$ cat src/rtl/bpred_gshare_if.sv
// rtl/bpred_gshare_if.sv - fetch lookup, branch update and statistics bundle for bpred_gshare
interface bpred_gshare_if;
  logic [31:0] fetch_pc_i;
  logic        pred_hit_o;
  logic        pred_taken_o;
  logic [31:0] pred_target_o;
  logic        upd_valid_i;
  logic [31:0] upd_pc_i;
  logic        upd_taken_i;
  logic [31:0] upd_target_i;
  logic        upd_mispred_i;
  logic [31:0] br_total_o;
  logic [31:0] br_miss_o;

  // Core side: drives fetch PC and resolved branches, observes predictions.
  modport master (
    output fetch_pc_i, upd_valid_i, upd_pc_i, upd_taken_i, upd_target_i, upd_mispred_i,
    input  pred_hit_o, pred_taken_o, pred_target_o, br_total_o, br_miss_o
  );

  // Predictor side.
  modport slave (
    input  fetch_pc_i, upd_valid_i, upd_pc_i, upd_taken_i, upd_target_i, upd_mispred_i,
    output pred_hit_o, pred_taken_o, pred_target_o, br_total_o, br_miss_o
  );
endinterface

$ cat src/rtl/bpred_gshare.sv
// rtl/bpred_gshare.sv - tagged BTB plus gshare/bimodal PHT branch predictor with mispredict stats
module bpred_gshare #(
  parameter int IDX_W = 6,
  parameter int CNT_W = 2,
  parameter int GHR_W = 6,
  parameter int TAG_W = 8
) (
  input  logic          clk_i,
  input  logic          rst_ni,
  bpred_gshare_if.slave bp
);

  localparam int ENTRIES = 1 << IDX_W;
  localparam logic [CNT_W-1:0] CNT_INIT = CNT_W'((1 << (CNT_W - 1)) - 1);
  localparam logic [CNT_W-1:0] CNT_MAX  = {CNT_W{1'b1}};

  logic              btb_valid_q  [ENTRIES];
  logic [TAG_W-1:0]  btb_tag_q    [ENTRIES];
  logic [31:0]       btb_target_q [ENTRIES];
  logic [CNT_W-1:0]  pht_q        [ENTRIES];
  logic [31:0]       br_total_q;
  logic [31:0]       br_miss_q;

  // History zero-extended to index width; all zeros in bimodal mode.
  logic [IDX_W-1:0]  ghr_ext;

  logic [IDX_W-1:0]  f_idx, f_pidx, u_idx, u_pidx;
  logic [TAG_W-1:0]  f_tag, u_tag;
  logic              f_hit;
  logic [CNT_W-1:0]  f_cnt, u_cnt, u_cnt_next;

  // Only the index and tag fields of the PCs matter; the rest is deliberately dropped.
  logic unused_pc;
  assign unused_pc = ^{bp.fetch_pc_i, bp.upd_pc_i};

  assign f_idx  = bp.fetch_pc_i[IDX_W+1:2];
  assign f_tag  = bp.fetch_pc_i[IDX_W+TAG_W+1:IDX_W+2];
  assign f_pidx = f_idx ^ ghr_ext;
  assign u_idx  = bp.upd_pc_i[IDX_W+1:2];
  assign u_tag  = bp.upd_pc_i[IDX_W+TAG_W+1:IDX_W+2];
  assign u_pidx = u_idx ^ ghr_ext;

  // Zero-latency lookup: all three prediction outputs come from this one read.
  assign f_hit            = btb_valid_q[f_idx] && (btb_tag_q[f_idx] == f_tag);
  assign f_cnt            = pht_q[f_pidx];
  assign bp.pred_hit_o    = f_hit;
  assign bp.pred_taken_o  = f_hit & f_cnt[CNT_W-1];
  assign bp.pred_target_o = f_hit ? btb_target_q[f_idx] : 32'h0;

  assign bp.br_total_o = br_total_q;
  assign bp.br_miss_o  = br_miss_q;

  assign u_cnt = pht_q[u_pidx];

  // Saturating counter step toward the resolved direction.
  always_comb begin
    u_cnt_next = u_cnt;
    if (bp.upd_taken_i) begin
      if (u_cnt != CNT_MAX) u_cnt_next = u_cnt + CNT_W'(1);
    end else begin
      if (u_cnt != '0) u_cnt_next = u_cnt - CNT_W'(1);
    end
  end

  // Global history: shift in each resolved direction; absent in bimodal mode.
  if (GHR_W > 0) begin : g_hist
    logic [GHR_W-1:0] ghr_q;

    // History register, updated only on valid resolutions.
    always_ff @(posedge clk_i or negedge rst_ni) begin
      if (!rst_ni) begin
        ghr_q <= '0;
      end else if (bp.upd_valid_i) begin
        ghr_q <= GHR_W'({ghr_q, bp.upd_taken_i});
      end
    end

    assign ghr_ext = IDX_W'(ghr_q);
  end else begin : g_bimodal
    assign ghr_ext = '0;
  end

  // Valid bits and direction counters; taken branches allocate or replace the BTB slot.
  always_ff @(posedge clk_i or negedge rst_ni) begin
    if (!rst_ni) begin
      for (int i = 0; i < ENTRIES; i++) begin
        btb_valid_q[i] <= 1'b0;
        pht_q[i]       <= CNT_INIT;
      end
    end else if (bp.upd_valid_i) begin
      pht_q[u_pidx] <= u_cnt_next;
      if (bp.upd_taken_i) btb_valid_q[u_idx] <= 1'b1;
    end
  end

  // BTB payload needs no reset: it is only observed behind a valid bit.
  always_ff @(posedge clk_i) begin
    if (bp.upd_valid_i && bp.upd_taken_i) begin
      btb_tag_q[u_idx]    <= u_tag;
      btb_target_q[u_idx] <= bp.upd_target_i;
    end
  end

  // Debug statistics, saturating rather than wrapping.
  always_ff @(posedge clk_i or negedge rst_ni) begin
    if (!rst_ni) begin
      br_total_q <= '0;
      br_miss_q  <= '0;
    end else if (bp.upd_valid_i) begin
      if (br_total_q != 32'hFFFF_FFFF) br_total_q <= br_total_q + 32'd1;
      if (bp.upd_mispred_i && (br_miss_q != 32'hFFFF_FFFF)) br_miss_q <= br_miss_q + 32'd1;
    end
  end

endmodule
$ cat src/flat_wrapper.sv
// flat-port wrapper written by rule: the top's interface ports become plain ports
module bpred_gshare_flat 
#(
  parameter int IDX_W = 6,
  parameter int CNT_W = 2,
  parameter int GHR_W = 6,
  parameter int TAG_W = 8
)
  (clk_i, rst_ni, bp_fetch_pc_i, bp_upd_valid_i, bp_upd_pc_i, bp_upd_taken_i, bp_upd_target_i, bp_upd_mispred_i, bp_pred_hit_o, bp_pred_taken_o, bp_pred_target_o, bp_br_total_o, bp_br_miss_o);
  bpred_gshare_if bp_i ();
  input  logic clk_i;
  input  logic rst_ni;
  input wire logic [$bits(bp_i.fetch_pc_i)-1:0] bp_fetch_pc_i;
  input wire logic [$bits(bp_i.upd_valid_i)-1:0] bp_upd_valid_i;
  input wire logic [$bits(bp_i.upd_pc_i)-1:0] bp_upd_pc_i;
  input wire logic [$bits(bp_i.upd_taken_i)-1:0] bp_upd_taken_i;
  input wire logic [$bits(bp_i.upd_target_i)-1:0] bp_upd_target_i;
  input wire logic [$bits(bp_i.upd_mispred_i)-1:0] bp_upd_mispred_i;
  output wire logic [$bits(bp_i.pred_hit_o)-1:0] bp_pred_hit_o;
  output wire logic [$bits(bp_i.pred_taken_o)-1:0] bp_pred_taken_o;
  output wire logic [$bits(bp_i.pred_target_o)-1:0] bp_pred_target_o;
  output wire logic [$bits(bp_i.br_total_o)-1:0] bp_br_total_o;
  output wire logic [$bits(bp_i.br_miss_o)-1:0] bp_br_miss_o;
  assign bp_i.fetch_pc_i = bp_fetch_pc_i;
  assign bp_i.upd_valid_i = bp_upd_valid_i;
  assign bp_i.upd_pc_i = bp_upd_pc_i;
  assign bp_i.upd_taken_i = bp_upd_taken_i;
  assign bp_i.upd_target_i = bp_upd_target_i;
  assign bp_i.upd_mispred_i = bp_upd_mispred_i;
  assign bp_pred_hit_o = bp_i.pred_hit_o;
  assign bp_pred_taken_o = bp_i.pred_taken_o;
  assign bp_pred_target_o = bp_i.pred_target_o;
  assign bp_br_total_o = bp_i.br_total_o;
  assign bp_br_miss_o = bp_i.br_miss_o;
  bpred_gshare #(.IDX_W(IDX_W), .CNT_W(CNT_W), .GHR_W(GHR_W), .TAG_W(TAG_W)) u_core (.clk_i(clk_i), .rst_ni(rst_ni), .bp(bp_i));
endmodule
$ cat config.mk
export PLATFORM = sky130hd
export DESIGN_NAME = bpred_gshare_flat
export DESIGN_NICKNAME = d
export VERILOG_FILES = /design/src/rtl/bpred_gshare_if.sv /design/src/rtl/bpred_gshare.sv /design/src/flat_wrapper.sv
export SDC_FILE = /design/constraint.sdc
export NUM_CORES = 2
export LEC_CHECK = 0
export BUFFER_PORTS_ARGS = -buffer_cell sky130_fd_sc_hd__buf_4
export CAP_MARGIN = 10
export CELL_PAD_IN_SITES_DETAIL_PLACEMENT = 1
export CELL_PAD_IN_SITES_GLOBAL_PLACEMENT = 1
export CORE_UTILIZATION = 48
export CTS_CLUSTER_DIAMETER = 120
export DETAILED_ROUTE_END_ITERATION = 16
export HOLD_SLACK_MARGIN = 0.1
export MAX_ROUTING_LAYER = met4
export PLACE_DENSITY_LB_ADDON = 0.1
export SLEW_MARGIN = 20
export SYNTH_ARGS = -nofsm -noshare
export SYNTH_HDL_FRONTEND = slang
export SYNTH_SLANG_ARGS = --single-unit
$ cat constraint.sdc
create_clock -name clk_i -period 4.4 [get_ports clk_i]
set_input_delay 0 -clock clk_i [delete_from_list [all_inputs] [get_ports clk_i]]
set_output_delay 0 -clock clk_i [all_outputs]
set_load 0.02 [all_outputs]
==> results.json <==
{
  "setup_violations": 0,
  "p_leak_uw": 0.04140,
  "min_path_cells": 2,
  "fin_crit_sh": 0.9661,
  "synth-main-ff-cell": "edfxtp_1",
  "dp_hpwl_microns": 172900,
  "drcViolationCount": 0,
  "wl_microns": 314000,
  "cp_max_fo": 20,
  "ys_seq_elements": 2822,
  "max_stage_delay_ns": 0.54,
  "syn_area_per_cell_sq_um": 22.14,
  "reg2reg_depth": 11,
  "max_slew_margin": 0.2798,
  "clkSinkCount": 2822,
  "clockRootBuffer": "clkbuf_16",
  "min_path_type": "primary input to flip-flop",
  "fin_crit_ns": 4.251,
  "yosysTopAreaCell": "edfxtp_1",
  "cp_slowest_cell": "mux4_2",
  "finalHoldViolCount": 0,
  "die_y_microns": 480.9,
  "cts_buffers": 311,
  "yosysUniqueCellTypes": 68,
  "holdWs_ns": 0.1400,
  "fp.dieW_microns": 480.9,
  "cp_common_cell": "mux4_2",
  "r2r_slack_ns": 0.24,
  "fill_cells": 19190,
  "drtIter0Drc": 6208,
  "cts_tree": "built",
  "track_usage": 0.2826,
  "synth_enable_flop_cells": 2560,
  "status": "completed",
  "rows": 175,
  "pin_count": 199,
  "drv_cap": 0,
  "power_density_nw_per_um2": 475.3,
  "worstHoldStart": "bp_upd_pc_i[8]",
  "vias": 55420,
  "multi_input_area_sq_um": 25850,
  "setup-tns-final_ns": 0,
  "synth_most_common_cell": "edfxtp_1",
  "netlist_area_sq_um": 110100,
  "min_to": "u_core.btb_tag_q[29][0]$_DFFE_PP_",
  "max_freq_mhz": 235.3,
  "critPathKind": "flip-flop to output pin",
  "grt_first_pass_wirelength_microns": 439600,
  "crit_path_start_kind": "flip-flop",
  "regToRegEndpoint": "u_core.pht_q[24]$_DFFE_PN1P_",
  "overflow": 0,
  "drive_above_1_share": 0.3326,
  "numPortBuffers": 162,
  "worst_slew_pin_slew_ns": 1.077,
  "ir_worst_vdd_mv": 0.3885,
  "synth.net_count": 5075,
  "insertion_delay_ns": 0.95,
  "crit_chain": "mux4_2 > mux4_2 > mux2i_1 > xnor2_1 > nor3_1 > a31oi_1 > and4bb_2 > buf_12 > o211a_1 > buf_4",
  "crit_required_ns": 4.40,
  "routabilityCongestion": 0.8111,
  "grt_max_degree": 110,
  "area_growth_pct": 15.56,
  "grt_setup_unrepaired": "false",
  "ant_nets": 0,
  "grt_pass1_vias": 56540,
  "fin_nets": 5602,
  "seq_area_frac_synth": 0.7586,
  "seq_area_sq_um": 83510,
  "core_area_sq_um": 227700,
  "arrival_ns": 4.25,
  "clockBufferDepth": 4,
  "die_area_sq_um": 231300,
  "crit_path_end_kind": "output pin",
  "fin_skew_ns": 0.05255,
  "synthTopCellsByCount": "2560 x edfxtp_1, 849 x mux4_2, 286 x nand2_1",
  "cts.htree.levels": 5,
  "dr.pass1.iters": 7,
  "start_util": 0.4834,
  "slew_violations": 0,
  "synthArstFlopShare": 0.09284,
  "r2r_start": "u_core.g_hist.ghr_q[0]$_DFFE_PN0P_",
  "vias_per_cell": 6.341,
  "synth_warnings": 0,
  "antenna_found_initial": 11,
  "synth_area_leaders": "edfxtp_1 70%, mux4_2 17%, dfrtp_1 4.5%, dfstp_2 1.5%, nand2_1 0.98%",
  "routedWlPerCell_microns": 35.93,
  "clk_pin_slew_worst_paths_ns": 0.06,
  "synth.top_cell.area_share": 0.6983,
  "syn-instance-count": 4972
}
[what timing repair did]
item | CTS | global route
hold endpoints to repair | 3008 | 0
endpoints found under the setup margin | 17 | 0
buffers inserted | 0 | 0
hold buffers | 73 | 0
resized for setup | 1 | 0
[cell type report]
type / count / area share
Clock inverter: 144 / 0.009393
Inverter: 11 / 0.0003836
Clock buffer: 391 / 0.06558
Timing Repair Buffer: 457 / 0.03520
Multi-Input combinational cell: 1896 / 0.2032
Antenna cell: 10 / 0.0001967
Sequential cell: 2822 / 0.6564
Tap cell: 3009 / 0.02959
[sequential cells by signal, indices dropped and copies added (netlist names)]
signal / cells
u_core.bp.br_miss_o: 32
u_core.btb_tag_q: 512
u_core.btb_target_q: 2048
u_core.bp.br_total_o: 32
u_core.g_hist.ghr_q: 6
u_core.btb_valid_q: 64
u_core.pht_q: 128
[critical path: cells and delay by family (launching register included)]
kind                   cells  cell delay (ns)
XOR/XNOR                   1             0.16
flip-flops                 1             0.36
multiplexers               3             1.34
AND/OR/NAND/NOR            2             0.38
buffers and inverters      2             0.37
AO/OA/AOI/OAI              2             0.69
[cell usage in the layout, fill, tap and decap left out, types with 48 or more instances in the layout]
cell type and instances:
clkinv_2 48, or2_2 65, mux4_2 849, clkinv_1 64
nor2_4 64, dlygate4sd3_1 72, buf_12 65, o21ai_0 74
clkbuf_1 63, edfxtp_1 2560, nand2_1 286, xnor2_1 55
dfstp_2 64, dfrtp_1 198, buf_4 314, clkbuf_16 319
[stage by stage]
| stage | worst slack, ns | power [uW] | utilization | cells | area [sq um] |
|---|---|---|---|---|---|
| global route | 0.02077 | 62250 | 0.5586 | 8737 | 127200 |
| finish | 0.1493 | 60460 | 0.5587 | 8740 | 127200 |
| global placement | 0.7291 | 36030 | 0.5134 | 8122 | 116900 |
| CTS | 0.03628 | 60950 | 0.5585 | 8730 | 127200 |
| floorplan | 1.347 | 34120 | - | 4972 | 110100 |
| detailed placement | 0.6495 | 36150 | 0.5134 | 8122 | 116900 |
[power by group]
group / switching [uW] / internal [uW] / total, uW
logic: 2910 / 2050 / 4960
clock network: 10300 / 14500 / 24800
registers: 509 / 30200 / 30700
[worst max-delay path by stage]
stage                                  startpoint                                end  slack [ns]  cells after the start
6_report        u_core.btb_tag_q[47][7]$_DFFE_PP_               bp_pred_target_o[28]        0.15                     10
5_1_grt         u_core.btb_tag_q[47][7]$_DFFE_PP_               bp_pred_target_o[28]        0.02                     10
4_1_cts         u_core.btb_tag_q[47][7]$_DFFE_PP_                    bp_pred_taken_o        0.04                     10
3_5_place_dp   u_core.g_hist.ghr_q[0]$_DFFE_PN0P_      u_core.pht_q[126]$_DFFE_PN1P_        0.65                     10
3_3_place_gp   u_core.g_hist.ghr_q[0]$_DFFE_PN0P_      u_core.pht_q[120]$_DFFE_PN1P_        0.73                     10
2_1_floorplan                      bp_upd_pc_i[7]  u_core.btb_tag_q[32][0]$_DFFE_PP_        1.35                      4
[metal layers]
metal,GRT usage,routed length [microns],up-vias
met1,0.4008,133800,30890
met3,0.03948,20420,498
met2,0.4364,151700,2133
li1,-,-,21900
met4,0.07235,8143,0
met5,-,0,-
[kinds of logic (layout without fill, tap and decap cells)]
family	after synthesis	after routing	synth area share
compound gates	249	249	0.01463
fa+ha+maj	4	4	0.0004318
mux	922	922	0.1807
other cells	0	10	0
flops	2822	2822	0.7586
simple gates	632	632	0.02704
xor+xnor	89	89	0.007217
buf+inv	254	1003	0.01145
Note: power is estimated with default switching activity, not from simulation.
